===== config.mk =====
export PLATFORM = sky130hd
export DESIGN_NAME = reg_pair_sequencer
export DESIGN_NICKNAME = d
export VERILOG_FILES = /design/src/rtl/reg_pair_sequencer_pkg.sv /design/src/rtl/reg_pair_sequencer.sv
export SDC_FILE = /design/constraint.sdc
export NUM_CORES = 1
export LEC_CHECK = 0
export ABC_AREA = 1
export BUFFER_PORTS_ARGS = -buffer_cell sky130_fd_sc_hd__buf_2
export CORE_MARGIN = 8
export CORE_UTILIZATION = 30
export DETAILED_ROUTE_END_ITERATION = 10
export PLACE_DENSITY = 0.55
export SETUP_SLACK_MARGIN = 0.4
export SYNTH_ARGS = -nofsm -noshare
export SYNTH_HDL_FRONTEND = slang
export SYNTH_SLANG_ARGS = --single-unit

===== constraint.sdc =====
create_clock -name clk -period 2.4 [get_ports clk]
set_clock_uncertainty 0.15 [all_clocks]
set_input_delay 0.72 -clock clk [delete_from_list [all_inputs] [get_ports clk]]
set_output_delay 0.72 -clock clk [all_outputs]
set_load 0.03 [all_outputs]

===== src/rtl/reg_pair_sequencer_pkg.sv =====
// Shared constants for the 4004 register-pair access sequencer.
// Define TB4004_REGSEQ_INC_EN to make op 100 (INC4) a legal operation.
package tb4004_regseq_pkg;

  localparam int DATA_W = 4;
  localparam int ADDR_W = 4;

  localparam logic [2:0] OP_RD4  = 3'b000;
  localparam logic [2:0] OP_WR4  = 3'b001;
  localparam logic [2:0] OP_RDP  = 3'b010;
  localparam logic [2:0] OP_WRP  = 3'b011;
  localparam logic [2:0] OP_INC4 = 3'b100;

  localparam logic [1:0] ST_IDLE   = 2'd0;
  localparam logic [1:0] ST_ACC_HI = 2'd1;
  localparam logic [1:0] ST_ACC_LO = 2'd2;
  localparam logic [1:0] ST_RSP    = 2'd3;

  function automatic logic is_pair_op(input logic [2:0] op);
    return (op == OP_RDP) || (op == OP_WRP);
  endfunction

  // Ops above the legal ceiling complete with an error and never touch the register file.
  function automatic logic op_legal(input logic [2:0] op);
`ifdef TB4004_REGSEQ_INC_EN
    return op <= OP_INC4;
`else
    return op <= OP_WRP;
`endif
  endfunction

endpackage


===== src/rtl/reg_pair_sequencer.sv =====
// Turns nibble / register-pair requests into one or two cycles on the 16x4 register file.
// Define TB4004_REGSEQ_INC_EN to enable the INC4 read-modify-write (ISZ support).
module reg_pair_sequencer
  import tb4004_regseq_pkg::*;
(
  input  logic              clk,
  input  logic              rst_n,
  input  logic              req_valid,
  output logic              req_ready,
  input  logic [2:0]        req_op,
  input  logic [ADDR_W-1:0] req_idx,
  input  logic [7:0]        req_wdata,
  output logic              rsp_valid,
  input  logic              rsp_ready,
  output logic [7:0]        rsp_data,
  output logic              rsp_err,
  output logic              rf_we,
  output logic [ADDR_W-1:0] rf_addr,
  output logic [DATA_W-1:0] rf_din,
  input  logic [DATA_W-1:0] rf_dout
);

  logic [1:0]        state_r;
  logic [2:0]        op_r;
  logic [ADDR_W-1:0] idx_r;
  logic [7:0]        wdata_r;
  logic [7:0]        data_r;
  logic              err_r;

  // Request latch, FSM and response data capture.
  always_ff @(posedge clk or negedge rst_n) begin
    if (!rst_n) begin
      state_r <= ST_IDLE;
      op_r    <= 3'd0;
      idx_r   <= 4'd0;
      wdata_r <= 8'h00;
      data_r  <= 8'h00;
      err_r   <= 1'b0;
    end else begin
      case (state_r)
        ST_IDLE: begin
          if (req_valid) begin
            op_r    <= req_op;
            idx_r   <= req_idx;
            wdata_r <= req_wdata;
            if (!op_legal(req_op)) begin
              state_r <= ST_RSP;
              err_r   <= 1'b1;
              data_r  <= 8'h00;
            end else begin
              state_r <= ST_ACC_HI;
              err_r   <= 1'b0;
              // Writes echo their value, so it is parked in the response register up front.
              case (req_op)
                OP_WR4:  data_r <= {4'h0, req_wdata[3:0]};
                OP_WRP:  data_r <= req_wdata;
                default: data_r <= 8'h00;
              endcase
            end
          end
        end
        ST_ACC_HI: begin
          case (op_r)
            OP_RD4:  data_r      <= {4'h0, rf_dout};
            OP_RDP:  data_r[7:4] <= rf_dout;
`ifdef TB4004_REGSEQ_INC_EN
            OP_INC4: data_r      <= {3'b000, (rf_dout == 4'hF), rf_dout + 4'h1};
`endif
            default: data_r      <= data_r;
          endcase
          state_r <= is_pair_op(op_r) ? ST_ACC_LO : ST_RSP;
        end
        ST_ACC_LO: begin
          if (op_r == OP_RDP) begin
            data_r[3:0] <= rf_dout;
          end
          state_r <= ST_RSP;
        end
        ST_RSP: begin
          if (rsp_ready) begin
            state_r <= ST_IDLE;
          end
        end
        default: state_r <= ST_IDLE;
      endcase
    end
  end

  assign req_ready = (state_r == ST_IDLE);
  assign rsp_valid = (state_r == ST_RSP);
  assign rsp_data  = data_r;
  assign rsp_err   = err_r;

  // Register-file port drive; idle outside the two access states.
  always_comb begin
    rf_we   = 1'b0;
    rf_addr = 4'd0;
    rf_din  = 4'd0;
    case (state_r)
      ST_ACC_HI: begin
        if (is_pair_op(op_r)) begin
          rf_addr = {idx_r[3:1], 1'b0};
        end else begin
          rf_addr = idx_r;
        end
        case (op_r)
          OP_WR4: begin
            rf_we  = 1'b1;
            rf_din = wdata_r[3:0];
          end
          OP_WRP: begin
            rf_we  = 1'b1;
            rf_din = wdata_r[7:4];
          end
`ifdef TB4004_REGSEQ_INC_EN
          OP_INC4: begin
            rf_we  = 1'b1;
            rf_din = rf_dout + 4'h1;
          end
`endif
          default: begin
            rf_we  = 1'b0;
            rf_din = 4'd0;
          end
        endcase
      end
      ST_ACC_LO: begin
        rf_addr = {idx_r[3:1], 1'b1};
        if (op_r == OP_WRP) begin
          rf_we  = 1'b1;
          rf_din = wdata_r[3:0];
        end else begin
          rf_we  = 1'b0;
          rf_din = 4'd0;
        end
      end
      default: begin
        rf_we   = 1'b0;
        rf_addr = 4'd0;
        rf_din  = 4'd0;
      end
    endcase
  end

endmodule


# Word-level counts from Yosys, hierarchy flattened
# Cells that the tools add are included.
dict set report word_totals {
  elab_cells 53
  register_bits 26
  output_inout_bits 20
  in_bits 23
}
dict set report op_classes {
  n_reduce_logical 10
  n_eq_ne 13
  n_lt_le_gt_ge 1
  mux 22
}
# operator count
set ops {}
lappend ops {{4-bit case mux with 2 select lines} 5}
lappend ops {{8-bit two-way mux} 2}
lappend ops {{8-bit case mux with 2 select lines} 1}
lappend ops {{4-bit two-way mux} 3}
lappend ops {{4-bit case mux with 3 select lines} 1}
lappend ops {{3-bit by 2-bit equality test with 1-bit output (second input constant)} 3}
lappend ops {{2-bit case mux with 4 select lines} 1}
lappend ops {{3-bit by 1-bit equality test with 1-bit output (second input constant)} 2}
lappend ops {{2-bit two-way mux} 3}
lappend ops {{1-bit two-way mux} 5}
lappend ops {{2-bit equality test (second input constant)} 2}
lappend ops {{2-bit by 1-bit inequality test with 1-bit output (second input constant)} 2}
lappend ops {{2-bit inequality test (second input constant)} 2}
lappend ops {{2-bit AND reduction} 2}
lappend ops {{4-bit AND reduction} 1}
lappend ops {{3-bit by 2-bit less-or-equal comparator with 1-bit output (second input constant)} 1}
lappend ops {{3-bit zero test} 1}
lappend ops {{3-bit by 2-bit inequality test with 1-bit output (second input constant)} 1}
lappend ops {{3-bit AND reduction} 1}
lappend ops {{3-bit nonzero test} 1}
lappend ops {{2-bit by 1-bit equality test with 1-bit output (second input constant)} 1}
lappend ops {{2-bit zero test} 1}
lappend ops {{1-bit case mux with 2 select lines} 1}
lappend ops {{2-bit nonzero test} 1}
lappend ops {{2 further kinds} 2}

# Depth between registers and ports, before layout
dict set report depth {
  depth_word 5
  ltp_mapped 9
}

# Worst setup path after synthesis
# OpenSTA, ideal clock, no wires.
dict set report synth_timing {
  path_kind {register to output}
  from {register state_r[0]}
  to {output rf_addr[0]}
  required_ns 1.530
  path_stages_with_launch 5
  arrival_ns 1.536
  path_slack_ns -0.006
  cell_sequence {dfrtp_1 -> inv_1 -> ha_1 -> clkinv_1 -> a21oi_1}
}
dict set report synth_between {
  elab_chain_len 2
}
# item line_no
set synth_lines {}
lappend synth_lines {{from (decl)} reg_pair_sequencer.sv:23} ;# logic [1:0] state_r;
lappend synth_lines {{from (signal assigned)} reg_pair_sequencer.sv:71} ;# state_r <= is_pair_op(op_r) ? ST_ACC_LO : ST_RSP;
lappend synth_lines {{2-bit equality test / 2-bit by 1-bit equality test with 1-bit output (equally long branches)} reg_pair_sequencer.sv:99} ;# case (state_r)
lappend synth_lines {{4-bit case mux with 2 select lines (*)} reg_pair_sequencer.sv:99}
lappend synth_lines {{to (decl)} reg_pair_sequencer.sv:18} ;# output logic [ADDR_W-1:0] rf_addr,
# Every way passes the cells marked *; elsewhere a longest branch is shown, timed or not.

# Worst setup path in the final report
dict set report layout_timing {
  from {register state_r[1]}
  to {output rf_din[3]}
}
dict set report layout_between {
  elab_chain_len 2
}
# item line_no
set layout_lines {}
lappend layout_lines {{2-bit equality test / 2-bit by 1-bit equality test with 1-bit output (equally long branches)} reg_pair_sequencer.sv:99}
lappend layout_lines {{4-bit case mux with 2 select lines (*)} reg_pair_sequencer.sv:99}
lappend layout_lines {{to (decl)} reg_pair_sequencer.sv:19} ;# output logic [DATA_W-1:0] rf_din,
# Marked as above.

==> flow_summary.ini <==
[sta]
final_hold_viol_count = 0
tns_ns = -0.234
tightestPinTransition_ns = 0.607
fmax_mhz = 410
drv_slew = 0
finalSetupViolCount = 8
period_share_pct = 102
finalWorstPathRequiredPeriod_ns = 2.44
max_slew_margin_pct = 59.5
worst_slack_ns = -0.0372
rsz0062_at_grt = yes

[logic_synthesis]
synth_warnings = 0
yosys.area.top_type_share_pct = 43.4
synth_cells = 200
syn_nets = 227
post_synth_num_cell_types = 21
yosysSeqAreaShare_pct = 43.4
synth_area_leaders = dfrtp_1 (43%), nand2_1 (21%), nand4_1 (8.4%), o21ai_0 (4.0%), ha_1 (3.3%)
synth_xor_area_share_pct = 0
syn_area_per_cell_um2 = 7.49
synth_top_family_by_area = simple AND/OR/NAND/NOR gates
ys_seq_elements = 26
synth_adder_area_share_pct = 3.34
synth_area_um2 = 1500
synth_compound_area_share_pct = 6.85
synth_area_leader_cell = dfrtp_1
muxShareOfSynthArea_pct = 0
synthSimpleGateAreaFrac_pct = 39.9

[drt]
wl_per_cell_um = 14.5
dr_total_vias = 1514
drt-vias-per-instance = 4.72
first_pass_iters = 4
first_iter_violations = 84
drc_errors = 0
wl_um = 4660
postRouteAntennaNets = 0

[floorplan]
start_util_pct = 31.5
core_area_um2 = 4750
die-width_um = 86.7
io_pins = 43
die_h_um = 86.7
die_area_um2 = 7510
rows = 25

[layout]
area_growth_pct = 47.5
multiInputGateArea_um2 = 927
regArea_um2 = 653
fill_cells = 497
fin_util_pct = 46.5
drive_gt1_share_pct = 39.4
final_common_cell = nand2_1
layout_common_cells = nand2_1 (77), buf_2 (31), dfrtp_1 (24)
nNetsFinal = 282
diodes = 0

[status]
outcome = finished, violations left
violations = setup timing

[power]
pwr_density_cell_nw_per_um2 = 1450
finalPower_mw = 3.21
ir_drop_mv = 1.11
p_leak_nw = 1.09

[clock_network]
cts_made_buffers = 3
clock-root-buffer = clkbuf_8
clk_latency_ns = 0.27
cts_tree = built
cts_buffer_depth = 2
clk_pin_slew_worst_paths_ns = 0.10
htreeDepth = 1
ctsHoldBuffers = 0
clock-sinks = 26

[global_route]
grt_pass1_wl_um = 8210
grt_pass1_vias = 1666
antenna_found_initial = 0
grt_max_degree = 27
grt_overflow = 0
grt_usage_pct = 13.7

[worst_setup_path]
end_kind = output port
start_kind = flop
arrival_ns = 1.57
r2r-start = state_r[0]
path_max_fanout = 11
critPathKind = flop to output port
worstSetupStartpoint = state_r[1]
crit_required_ns = 1.53

[placement]
dp_hpwl_um = 3470
io_buffers = 42
place_congestion = 0.851

[job]
drv_cap = 0

[hold_path]
hp-class = primary input to async pin
==> per-layer routing <==
metal | part of all wire [%] | vias up | GRT usage [%]
li1 | - | 769 | -
met1 | 46 | 707 | 17.3
met2 | 49 | 32 | 23.1
met3 | 4.0 | 6 | 3.12
met4 | 1.1 | 0 | 2.82
met5 | 0 | - | 0
==> worst paths after layout <==
check / endpoint / slack, ns / cells after the start
hold / removal: op_r[2] / 0.30 / 1
setup / recovery: rf_din[3] / -0.04 / 6
max in group asynchronous: state_r[0] / 1.38 / 1
hold reg to reg: rsp_data[5] / 0.33 / 2
setup reg to reg: rsp_data[0] / 0.55 / 9
min in group clk: rsp_data[5] / 0.33 / 2
==> kinds of logic after synthesis <==
logic type	Yosys count
AND/OR/NAND/NOR	127
AO/OA/AOI/OAI	20
flip-flops	26
adder cells (fa/ha/maj)	4
buffers and inverters	23
==> timing repair <==
| action | 4_1_cts | 5_1_grt |
|---|---|---|
| buffers inserted | 5 | 3 |
| endpoints found under the setup margin | 11 | 14 |
| pin swaps | 7 | 5 |
| resized for setup | 35 | 10 |
==> cell type report <==
type | instances | area share (%)
Multi-Input combinational cell | 151 | 42.0
Sequential cell | 26 | 29.6
Timing Repair Buffer | 56 | 18.1
Inverter | 17 | 4.13
Tap cell | 67 | 3.79
Clock buffer | 4 | 2.49
==> Yosys cell counts <==
cell type / number
ha_1: 4
nor2_2: 1
nand2_2: 2
nand4_1: 20
dfrtp_1: 26
nand3_4: 2
nor2_4: 1
buf_2: 2
nor2_1: 6
nor3_1: 1
buf_6: 1
o21a_1: 1
nand2_1: 82
clkinv_1: 1
clkbuf_1: 3
inv_2: 3
a21oi_1: 7
nand2_4: 2
o21ai_0: 12
nand3_1: 10
inv_1: 13
==> stage by stage <==
stage                     instance area [um^2]  worst slack (ns)  std cells  hold slack [ns]
after floorplan                           1650             0.325        200            0.274
after global placement                    1950             0.150        309            0.314
after detailed placement                  1950             0.135        309            0.317
after CTS                                 2150           -0.0517        318            0.308
after global routing                      2210            -0.128        321            0.324
final                                     2210           -0.0372        321            0.295
==> power by group <==
group          leakage [nW]  internal (mW)  switching [mW]
clock network        0.0288          0.147           0.145
registers             0.327          0.647           0.177
logic                 0.730          0.775            1.32
==> sequential cells by signal, summed over array words and instances (netlist names) <==
register and count:
state_r 2, rsp_err 1, op_r 3, wdata_r 8
idx_r 4, rsp_data 8
==> worst max-delay path, cell delays in order, from the launching register on <==
cell	delay (ns)
dfrtp_1	0.42
inv_2	0.13
ha_4	0.18
buf_8	0.15
nand2_1	0.11
a21oi_4	0.16
buf_6	0.14
(Power assumes the default switching activity.)
